--- config.mk ---
export PLATFORM = sky130hd
export DESIGN_NAME = ex_acc_stage
export DESIGN_NICKNAME = d
export VERILOG_FILES = /design/src/rtl/ex_pkg.sv /design/src/rtl/ex_mul_seq.sv /design/src/rtl/ex_acc_stage.sv
export SDC_FILE = /design/constraint.sdc
export NUM_CORES = 1
export LEC_CHECK = 0
export ABC_AREA = 0
export CAP_MARGIN = 0
export CORE_UTILIZATION = 50
export CTS_CLUSTER_DIAMETER = 40
export DETAILED_ROUTE_END_ITERATION = 12
export PLACE_DENSITY = 0.85
export SETUP_SLACK_MARGIN = 0.05
export SLEW_MARGIN = 30
export SYNTH_ARGS = -nofsm -noshare
export SYNTH_HDL_FRONTEND = slang
export SYNTH_SLANG_ARGS = --single-unit
--- constraint.sdc ---
create_clock -name clk_i -period 7.07 [get_ports clk_i]
set_input_delay 1.414 -clock clk_i [delete_from_list [all_inputs] [get_ports clk_i]]
set_output_delay 1.414 -clock clk_i [all_outputs]
set_load 0.02 [all_outputs]
--- src/rtl/ex_pkg.sv ---
// Shared encodings for the accumulator-pipeline execute stage.
package ex_pkg;

    // ALU operation encodings
    localparam logic [2:0] OP_ADD  = 3'b000;
    localparam logic [2:0] OP_SUB  = 3'b001;
    localparam logic [2:0] OP_AND  = 3'b010;
    localparam logic [2:0] OP_OR   = 3'b011;
    localparam logic [2:0] OP_SLT  = 3'b100;
    localparam logic [2:0] OP_SHL  = 3'b101;
    localparam logic [2:0] OP_MUL  = 3'b110;
    localparam logic [2:0] OP_PASS = 3'b111;

    // Operand-A forwarding select
    localparam logic [1:0] FWD_REG  = 2'b00;
    localparam logic [1:0] FWD_AC   = 2'b01;
    localparam logic [1:0] FWD_MEM  = 2'b10;
    localparam logic [1:0] FWD_REG2 = 2'b11;

    typedef enum logic {
        S_IDLE = 1'b0,
        S_MUL  = 1'b1
    } ex_state_e;

endpackage

--- src/rtl/ex_mul_seq.sv ---
// Sequential shift-add multiplier: one partial product per cycle, DATA_W cycles.
// done_o is asserted combinationally during the final step, with prod_o already
// holding the completed low DATA_W bits so the caller can register it that edge.
module ex_mul_seq #(
    parameter int unsigned DATA_W = 8
) (
    input  logic              clk_i,
    input  logic              rst_i,
    input  logic              start_i,
    input  logic              abort_i,
    input  logic [DATA_W-1:0] a_i,
    input  logic [DATA_W-1:0] b_i,
    output logic              busy_o,
    output logic              done_o,
    output logic [DATA_W-1:0] prod_o
);

    localparam int unsigned CntW = (DATA_W > 1) ? $clog2(DATA_W) : 1;

    logic              busy_q, busy_d;
    logic [CntW-1:0]   cnt_q, cnt_d;
    logic [DATA_W-1:0] mcand_q, mcand_d;
    logic [DATA_W-1:0] mplier_q, mplier_d;
    logic [DATA_W-1:0] acc_q, acc_d;
    logic [DATA_W-1:0] acc_next;
    logic              last_step;

    assign acc_next  = acc_q + (mplier_q[0] ? mcand_q : '0);
    assign last_step = (cnt_q == CntW'(DATA_W - 1));
    assign busy_o    = busy_q;
    assign done_o    = busy_q & last_step & ~abort_i;
    assign prod_o    = acc_next;

    // Next state: load on start, step while busy, drop out on abort or last step
    always_comb begin
        busy_d   = busy_q;
        cnt_d    = cnt_q;
        mcand_d  = mcand_q;
        mplier_d = mplier_q;
        acc_d    = acc_q;
        if (abort_i) begin
            busy_d = 1'b0;
        end else if (busy_q) begin
            acc_d    = acc_next;
            mcand_d  = mcand_q << 1;
            mplier_d = mplier_q >> 1;
            cnt_d    = cnt_q + 1'b1;
            if (last_step) begin
                busy_d = 1'b0;
            end
        end else if (start_i) begin
            busy_d   = 1'b1;
            cnt_d    = '0;
            mcand_d  = a_i;
            mplier_d = b_i;
            acc_d    = '0;
        end
    end

    // Multiplier state registers
    always_ff @(posedge clk_i or posedge rst_i) begin
        if (rst_i) begin
            busy_q   <= 1'b0;
            cnt_q    <= '0;
            mcand_q  <= '0;
            mplier_q <= '0;
            acc_q    <= '0;
        end else begin
            busy_q   <= busy_d;
            cnt_q    <= cnt_d;
            mcand_q  <= mcand_d;
            mplier_q <= mplier_d;
            acc_q    <= acc_d;
        end
    end

endmodule

--- src/rtl/ex_acc_stage.sv ---
// Execute stage of the accumulator pipeline: forwarding mux, ALU, AC-in/AC-out
// accumulators, zero flag, branch target and EX/MEM register, with a valid/ready
// handshake, flush, and a stalling multi-cycle multiply.
module ex_acc_stage
    import ex_pkg::*;
#(
    parameter int unsigned DATA_W = 8,
    parameter int unsigned RD_W   = 2,
    parameter int unsigned CTRL_W = 6,
    parameter int unsigned MUL_EN = 1
) (
    input  logic              clk_i,
    input  logic              rst_i,
    input  logic              in_valid_i,
    output logic              in_ready_o,
    input  logic              flush_i,
    input  logic [2:0]        op_i,
    input  logic              ld_ac_i,
    input  logic              imm_sel_i,
    input  logic              set_out_i,
    input  logic [1:0]        fwd_i,
    input  logic [DATA_W-1:0] pc_i,
    input  logic [DATA_W-1:0] reg_val_i,
    input  logic [DATA_W-1:0] imm_i,
    input  logic [DATA_W-1:0] mem_data_i,
    input  logic [RD_W-1:0]   rd_in_i,
    input  logic [CTRL_W-1:0] ctrl_in_i,
    output logic              out_valid_o,
    output logic [DATA_W-1:0] ac_out_o,
    output logic              zero_o,
    output logic [DATA_W-1:0] jmp_tgt_o,
    output logic [DATA_W-1:0] rs_out_o,
    output logic [RD_W-1:0]   rd_out_o,
    output logic [CTRL_W-1:0] ctrl_out_o
);

    localparam int unsigned ShW = (DATA_W > 1) ? $clog2(DATA_W) : 1;

    ex_state_e         state_q, state_d;
    logic              accept, is_mul;
    logic              mul_start, mul_abort, mul_done, mul_busy;
    logic [DATA_W-1:0] opa, alu_res, mul_prod;

    logic              out_valid_q, out_valid_d;
    logic [DATA_W-1:0] ac_in_q, ac_in_d;
    logic [DATA_W-1:0] ac_out_q, ac_out_d;
    logic              zero_q, zero_d;
    logic [DATA_W-1:0] jmp_tgt_q, jmp_tgt_d;
    logic [DATA_W-1:0] rs_out_q, rs_out_d;
    logic [RD_W-1:0]   rd_out_q, rd_out_d;
    logic [CTRL_W-1:0] ctrl_out_q, ctrl_out_d;

    // Side-band of an in-flight multiply, presented together with the product
    logic              mul_set_q, mul_set_d;
    logic [RD_W-1:0]   mul_rd_q, mul_rd_d;
    logic [CTRL_W-1:0] mul_ctrl_q, mul_ctrl_d;
    logic [DATA_W-1:0] mul_jmp_q, mul_jmp_d;
    logic [DATA_W-1:0] mul_rs_q, mul_rs_d;

    assign in_ready_o = (state_q == S_IDLE);
    assign accept     = in_valid_i & in_ready_o & ~flush_i;
    assign is_mul     = (MUL_EN != 0) && (op_i == OP_MUL) && !ld_ac_i;
    assign mul_start  = accept & is_mul;
    assign mul_abort  = flush_i & (state_q == S_MUL);

    assign out_valid_o = out_valid_q;
    assign ac_out_o    = ac_out_q;
    assign zero_o      = zero_q;
    assign jmp_tgt_o   = jmp_tgt_q;
    assign rs_out_o    = rs_out_q;
    assign rd_out_o    = rd_out_q;
    assign ctrl_out_o  = ctrl_out_q;

    // Operand A forwarding; ac_out here is the previously committed result
    always_comb begin
        opa = reg_val_i;
        case (fwd_i)
            FWD_AC:  opa = ac_out_q;
            FWD_MEM: opa = mem_data_i;
            default: opa = reg_val_i;
        endcase
    end

    // Single-cycle ALU; MUL falls through to PASS (only reached when MUL_EN=0)
    always_comb begin
        alu_res = ac_in_q;
        unique case (op_i)
            OP_ADD:  alu_res = opa + ac_in_q;
            OP_SUB:  alu_res = opa - ac_in_q;
            OP_AND:  alu_res = opa & ac_in_q;
            OP_OR:   alu_res = opa | ac_in_q;
            OP_SLT:  alu_res = {{(DATA_W-1){1'b0}}, ($signed(opa) < $signed(ac_in_q))};
            OP_SHL:  alu_res = opa << ac_in_q[ShW-1:0];
            default: alu_res = ac_in_q;
        endcase
    end

    ex_mul_seq #(
        .DATA_W (DATA_W)
    ) u_mul (
        .clk_i   (clk_i),
        .rst_i   (rst_i),
        .start_i (mul_start),
        .abort_i (mul_abort),
        .a_i     (opa),
        .b_i     (ac_in_q),
        .busy_o  (mul_busy),
        .done_o  (mul_done),
        .prod_o  (mul_prod)
    );

    // FSM next state: stall issue while a multiply runs; flush aborts it
    always_comb begin
        state_d = state_q;
        unique case (state_q)
            S_IDLE: if (mul_start) state_d = S_MUL;
            S_MUL:  if (flush_i || mul_done || !mul_busy) state_d = S_IDLE;
            default: state_d = S_IDLE;
        endcase
    end

    // FSM state register
    always_ff @(posedge clk_i or posedge rst_i) begin
        if (rst_i) begin
            state_q <= S_IDLE;
        end else begin
            state_q <= state_d;
        end
    end

    // EX/MEM register and accumulator next-state
    always_comb begin
        out_valid_d = 1'b0;
        ctrl_out_d  = '0;
        ac_in_d     = ac_in_q;
        ac_out_d    = ac_out_q;
        zero_d      = zero_q;
        jmp_tgt_d   = jmp_tgt_q;
        rs_out_d    = rs_out_q;
        rd_out_d    = rd_out_q;
        mul_set_d   = mul_set_q;
        mul_rd_d    = mul_rd_q;
        mul_ctrl_d  = mul_ctrl_q;
        mul_jmp_d   = mul_jmp_q;
        mul_rs_d    = mul_rs_q;
        if (state_q == S_MUL) begin
            if (!flush_i && mul_done) begin
                out_valid_d = 1'b1;
                ctrl_out_d  = mul_ctrl_q;
                rd_out_d    = mul_rd_q;
                rs_out_d    = mul_rs_q;
                jmp_tgt_d   = mul_jmp_q;
                if (mul_set_q) begin
                    ac_out_d = mul_prod;
                    zero_d   = (mul_prod == '0);
                end
            end
        end else if (accept) begin
            if (is_mul) begin
                mul_set_d  = set_out_i;
                mul_rd_d   = rd_in_i;
                mul_ctrl_d = ctrl_in_i;
                mul_jmp_d  = pc_i + imm_i;
                mul_rs_d   = opa;
            end else begin
                out_valid_d = 1'b1;
                ctrl_out_d  = ctrl_in_i;
                rd_out_d    = rd_in_i;
                rs_out_d    = opa;
                jmp_tgt_d   = pc_i + imm_i;
                if (ld_ac_i) begin
                    ac_in_d = imm_sel_i ? imm_i : opa;
                end else if (set_out_i) begin
                    ac_out_d = alu_res;
                    zero_d   = (alu_res == '0);
                end
            end
        end
    end

    // Datapath registers
    always_ff @(posedge clk_i or posedge rst_i) begin
        if (rst_i) begin
            out_valid_q <= 1'b0;
            ctrl_out_q  <= '0;
            ac_in_q     <= '0;
            ac_out_q    <= '0;
            zero_q      <= 1'b0;
            jmp_tgt_q   <= '0;
            rs_out_q    <= '0;
            rd_out_q    <= '0;
            mul_set_q   <= 1'b0;
            mul_rd_q    <= '0;
            mul_ctrl_q  <= '0;
            mul_jmp_q   <= '0;
            mul_rs_q    <= '0;
        end else begin
            out_valid_q <= out_valid_d;
            ctrl_out_q  <= ctrl_out_d;
            ac_in_q     <= ac_in_d;
            ac_out_q    <= ac_out_d;
            zero_q      <= zero_d;
            jmp_tgt_q   <= jmp_tgt_d;
            rs_out_q    <= rs_out_d;
            rd_out_q    <= rd_out_d;
            mul_set_q   <= mul_set_d;
            mul_rd_q    <= mul_rd_d;
            mul_ctrl_q  <= mul_ctrl_d;
            mul_jmp_q   <= mul_jmp_d;
            mul_rs_q    <= mul_rs_d;
        end
    end

endmodule

* Yosys cells after proc, flatten, opt, wreduce, memory -nomap -nowiden *
Cells that the tools add are included.
W data, S select, Z words.

word-level totals
  bits in read-only memories = 0
  memories kept = 0
  flip-flop bits (word level) = 96
  output and inout port bits = 35
  logic and storage cells = 121
  memory bits (writable) = 0
  latch bits = 0

operators by class
  div/mod/pow operators = 0
  equality and inequality tests = 13
  add/subtract/negate cells = 5
  shifts and indexed selects = 1
  multipliers = 0
  bitwise gates (word level) = 12
  order comparisons = 1
  muxes and demuxes = 52
  reduce and logical (&&, ||, !) cells = 18

operators with widths
  kind                   count
  $mux W8                23
  $pmux W8 S6            1
  $add A8 B8 Y8          3
  $mux W6                4
  $logic_not A8 Y1       2
  $mux W1                16
  $pmux W8 S2            1
  $eq A3 B3 Y1 const B   4
  $and A8 B8 Y8          1
  $lt A8 B8 Y1           1
  $mux W2                4
  $or A8 B8 Y8           1
  $shl A8 B3 Y8          1
  $sub A8 B8 Y8          1
  $and A1 B1 Y1          6
  $eq A3 B2 Y1 const B   2
  $mux W3                2
  $ne A2 B1 Y1 const B   3
  $reduce_and A3 Y1      2
  $reduce_and A6 Y1      1
  $reduce_bool A2 Y1     3
  $not A1 Y1             4
  $reduce_and A4 Y1      1
  $add A3 B1 Y3 const B  1
  10 further kinds       14

* Longest topological paths before layout *
  depth in word-level cells = 10
  gate-level depth with buffers = 17

* Modules after synthesis *
Synthesis repeated with hierarchy kept, for this count alone.

unflattened totals
  cells, all modules = 745
  area, all modules = 6601.3 um^2

modules (own cells, without submodules)
  module        instances  cells an instance  area an instance (um^2)
  ex_acc_stage  1          584                5017.3
  ex_mul_seq    1          161                1584.0

* Least setup slack after synthesis *
Ideal clock, no wire load.

  path type = in2reg
  start point = in fwd_i[0]
  end point = reg ac_out_q[5], in the netlist ac_out_o[5]
  cell stages on the path = 16
  arrival time = 4347 ps
  slack = 2579 ps
  data required time = 6926 ps
  cells stage by stage = inv_1 ha_1 buf_2 inv_2 mux2i_2 inv_1 ha_1 clkbuf_1 nor3b_1 nor3_1 o31ai_1 xnor2_1 nor4_1 o32a_1 a21oi_1 a21oi_1

on the way
  cells in the longest elaborated chain, start to end = 9
  elaborated cells on any way between the ends = 14
  those cells by class = add/sub (2); eq/ne (2); shift (1); mux (7); bitwise (2)

RTL lines
  element                                       line                 source
  from (decl)                                   ex_acc_stage.sv:21   input logic [1:0] fwd_i,
  $eq A2 B2 Y1 or $eq A2 B1 Y1 (tied branches)  ex_acc_stage.sv:77   case (fwd_i)
  $pmux W8 S2 (*)                               ex_acc_stage.sv:77
  via opa[2]                                    ex_acc_stage.sv:42   logic [DATA_W-1:0] opa, alu_res, mul_prod;
  $sub A8 B8 Y8 (tied with other cells)         ex_acc_stage.sv:89   OP_SUB: alu_res = opa - ac_in_q;
  $pmux W8 S6 (*)                               ex_acc_stage.sv:87   unique case (op_i)
  $mux W8 (*)                                   ex_acc_stage.sv:173  end else if (set_out_i) begin
  $mux W8 (*)                                   ex_acc_stage.sv:171  if (ld_ac_i) begin
  $mux W8 (*)                                   ex_acc_stage.sv:159  if (is_mul) begin
  $mux W8 (*)                                   ex_acc_stage.sv:158  end else if (accept) begin
  $mux W8 (*)                                   ex_acc_stage.sv:146  if (state_q == S_MUL) begin
  to (signal assigned)                          ex_acc_stage.sv:201  ac_out_q <= ac_out_d;
  to (decl)                                     ex_acc_stage.sv:46   logic [DATA_W-1:0] ac_out_q, ac_out_d;

The timed path passes the listed nets; every way through them passes the cells marked *. The select of a mux whose other input is x is not followed.
A chain may end at the register's enable or synchronous reset.

* Worst setup path after layout *
Same ends and word-level chain as after synthesis.

==> results.py <==
metrics = {
    "worst_setup_path": {
        "cp.required_ps": 7260,
        "endpoint_kind": "flip-flop",
        "cp.arrival_ps": 5250,
        "worstSetupPathType": "input port to flip-flop",
        "cp_top_family": "buffers and inverters",
        "max_stage_delay_ps": 500,
        "crit_path_cell_trace": "clkdlybuf4s50_1, inv_1, ha_1, inv_2, mux2i_2, inv_1, ha_1, nor3b_1, nor3_1, o31ai_1, xnor2_1, nor4_1, o32a_1, a21oi_1, a21oi_1",
        "cp_max_fo": 9,
        "critical_path_buf_inv_count": 4,
        "slowest_stage": "mux2i_2",
        "cp-start-kind": "input port",
        "rrSetupSlack_ps": 3680,
    },
    "cts": {
        "cts_hold_buf": 0,
        "cts.clk_slew.worst_paths_ps": 70,
        "htree_levels": 3,
        "post_cts_buffers": 0,
        "cts-root-buf": "clkbuf_16",
        "cts_made_buffers": 9,
        "cts_tree": "done",
        "insertion_delay_ps": 340,
        "cts_buffer_depth": 2,
        "ctsResizeCount": 0,
        "clock_sinks": 96,
    },
    "timing": {
        "relSlewSlack_pct": 43.5,
        "finClkSkew_ps": 8.36,
        "timing.fmax_mhz": 198,
        "rsz0062_at_grt": "no",
        "setup_viol": 0,
        "fin_crit_sh_pct": 71.5,
        "final.setup.worst_slack_ps": 2010,
        "hold_violations": 0,
        "fin_crit_ps": 5060,
        "slew_violations": 0,
        "worst_pin_slew_ps": 842,
        "finalSetupTns_ps": 0,
    },
    "die": {
        "core_area_mm2": 0.0121,
        "dieArea_mm2": 0.0130,
        "rows": 40,
        "num_io_pins": 87,
        "start_util_pct": 51.8,
        "dieWidth_um": 114,
        "die_y_um": 114,
    },
    "flow_run": {
        "drv_cap": 0,
    },
    "logic_synthesis": {
        "synthCells": 704,
        "synthXorXnorAreaFrac_pct": 2.79,
        "synthSimpleGateAreaFrac_pct": 15.6,
        "synth_top_family_by_area": "compound AO/OA/AOI/OAI gates",
        "yosysTopAreaCellShare_pct": 38.3,
        "synthFlopType": "dfrtp_1",
        "synthAdderAreaFrac_pct": 10.5,
        "ys_seq_elements": 96,
        "synthMuxAreaShare_pct": 6.76,
        "ys_top_cells_by_area": "dfrtp_1 38%, ha_1 9.2%, o21ai_0 5.7%, nand2_1 5.3%, a21oi_1 4.9%",
        "async_flop_share_pct": 100,
        "netlist_area_mm2": 0.00627,
        "syn_nets": 806,
        "synth_edf_count": 0,
        "synth_cell_types": 67,
        "ys_top_cells_by_count": "96 x dfrtp_1, 89 x nand2_1, 71 x o21ai_0",
        "synth_compound_area_share_pct": 21.0,
        "synth.most_common_cell": "dfrtp_1",
        "syn_avg_cell_area_um2": 8.91,
        "yosysSeqAreaShare_pct": 38.3,
        "synth.largest_area_cell": "dfrtp_1",
        "synth_warnings": 0,
    },
    "final_layout": {
        "multi_input_area_mm2": 0.00355,
        "seqCellArea_mm2": 0.00240,
        "drive_gt1_share_pct": 8.04,
        "antenna_cells": 0,
        "syn_to_final_growth_pct": 19.7,
        "n_fill_cell": 987,
        "nNetsFinal": 868,
    },
    "global_routing": {
        "grt_pass1_wl_mm": 27.9,
        "overflow": 0,
        "antenna_found_initial": 0,
        "grt_pass1_vias": 5416,
        "grt_use_total_pct": 27.8,
        "grt_start_max_net_pins": 55,
    },
    "place": {
        "port_buffers": 86,
        "place.gp.congestion": 0.954,
        "dp_hpwl_mm": 13.0,
        "dp_slack_ps": 1700,
    },
    "routing": {
        "drc_errors": 0,
        "routed_via_density": 5.90,
        "first_pass_iters": 5,
        "drtIter0Drc": 474,
        "wl_per_cell_um": 18.7,
        "antenna_left": 0,
        "via_count": 5540,
        "wl_mm": 17.5,
    },
    "status": {
        "status": "completed",
    },
    "pwr": {
        "power.leakage_nw": 3.36,
        "peakVddDrop_mv": 0.187,
        "cellPowerDensity_mw_per_mm2": 282,
    },
    "min_path": {
        "min_path_type": "flip-flop to flip-flop",
    },
}
## cell usage in the layout, fill, tap and decap left out, types with 4 or more instances in the layout
| cell type | instances |
|---|---|
| a21o_1 | 7 |
| a21oi_1 | 61 |
| a221o_1 | 5 |
| a22o_1 | 9 |
| and2_1 | 11 |
| buf_4 | 6 |
| clkbuf_16 | 9 |
| clkdlybuf4s50_1 | 86 |
| dfrtp_1 | 95 |
| fa_1 | 4 |
| ha_1 | 46 |
| inv_1 | 31 |
| mux2_2 | 12 |
| mux2i_1 | 18 |
| nand2_1 | 89 |
| nand3_1 | 19 |
| nor2_1 | 60 |
| nor2b_1 | 5 |
| nor3_1 | 4 |
| o21ai_0 | 71 |
| o21ai_2 | 5 |
| o21bai_1 | 6 |
| o22ai_1 | 4 |
| o31ai_1 | 7 |
| xnor2_1 | 15 |
| xor2_1 | 5 |
## flip-flops by register name (all words and copies together), names as in the netlist, 8 cells and up
| register | cells |
|---|---|
| ac_in_q | 8 |
| ac_out_o | 8 |
| jmp_tgt_o | 8 |
| mul_jmp_q | 8 |
| mul_rs_q | 8 |
| rs_out_o | 8 |
| u_mul.acc_q | 8 |
| u_mul.mcand_q | 8 |
| u_mul.mplier_q | 8 |
## metal layers
| metal | GRT usage (%) | vias up | share of wire (%) |
|---|---|---|---|
| met4 | 11.2 | 0 | 2.9 |
| met3 | 6.22 | 40 | 8.5 |
| li1 | - | 2586 | - |
| met2 | 44.0 | 279 | 47 |
| met1 | 37.1 | 2635 | 42 |
| met5 | 0 | - | 0 |
## report_power, final
group,switching [mW],internal (mW),total [mW]
Clock,0.210,0.276,0.486
Combinational,0.472,0.346,0.818
Sequential,0.130,0.685,0.815
## kinds of logic after synthesis
| family | after synthesis |
|---|---|
| muxes | 36 |
| xor gates and xnor gates | 20 |
| adders and majority gates | 50 |
| buffers and inverters | 78 |
| DFF | 96 |
| and+or+nand+nor | 213 |
| AOI/OAI and AO/OA | 211 |
## tightest hold or removal path: cells and delay by family (launching register included)
| kind | cells | cell delay [ps] |
|---|---|---|
| compound gates | 1 | 60 |
| flops | 1 | 340 |
| simple gates | 1 | 40 |
## metrics by stage
| stage | instance area (um2) | utilization (%) | total power [mW] | hold slack, ps | instances |
|---|---|---|---|---|---|
| 4_1_cts | 7510 | 62.0 | 2.11 | 480 | 939 |
| 6_report | 7510 | 62.0 | 2.12 | 477 | 939 |
| 2_1_floorplan | 6270 | - | 1.34 | 441 | 704 |
| 3_5_place_dp | 7210 | 59.5 | 1.62 | 466 | 923 |
| 5_1_grt | 7510 | 62.0 | 2.25 | 507 | 939 |
| 3_3_place_gp | 7210 | 59.5 | 1.59 | 455 | 923 |
## layout make-up
type / instances / area share (%)
clock buffer: 10 / 3.05
clock inverter: 6 / 0.917
inverter: 37 / 1.87
multi-input combinational: 530 / 47.3
sequential: 96 / 32.0
tap: 168 / 2.80
timing repair buffer: 92 / 12.1
## worst paths after layout
kind	start	endpoint	cells past startpoint
max reg2reg	ac_out_o[1]	ac_out_o[5]	12
min reg2reg	mul_jmp_q[1]	mul_jmp_q[1]	2
min	mul_jmp_q[1]	mul_jmp_q[1]	2
min in group asynchronous	rst_i	u_mul.cnt_q[2]	2
max	fwd_i[0]	ac_out_o[5]	15
max in group asynchronous	rst_i	u_mul.busy_o	3
Power figures use the tool's default switching activity.
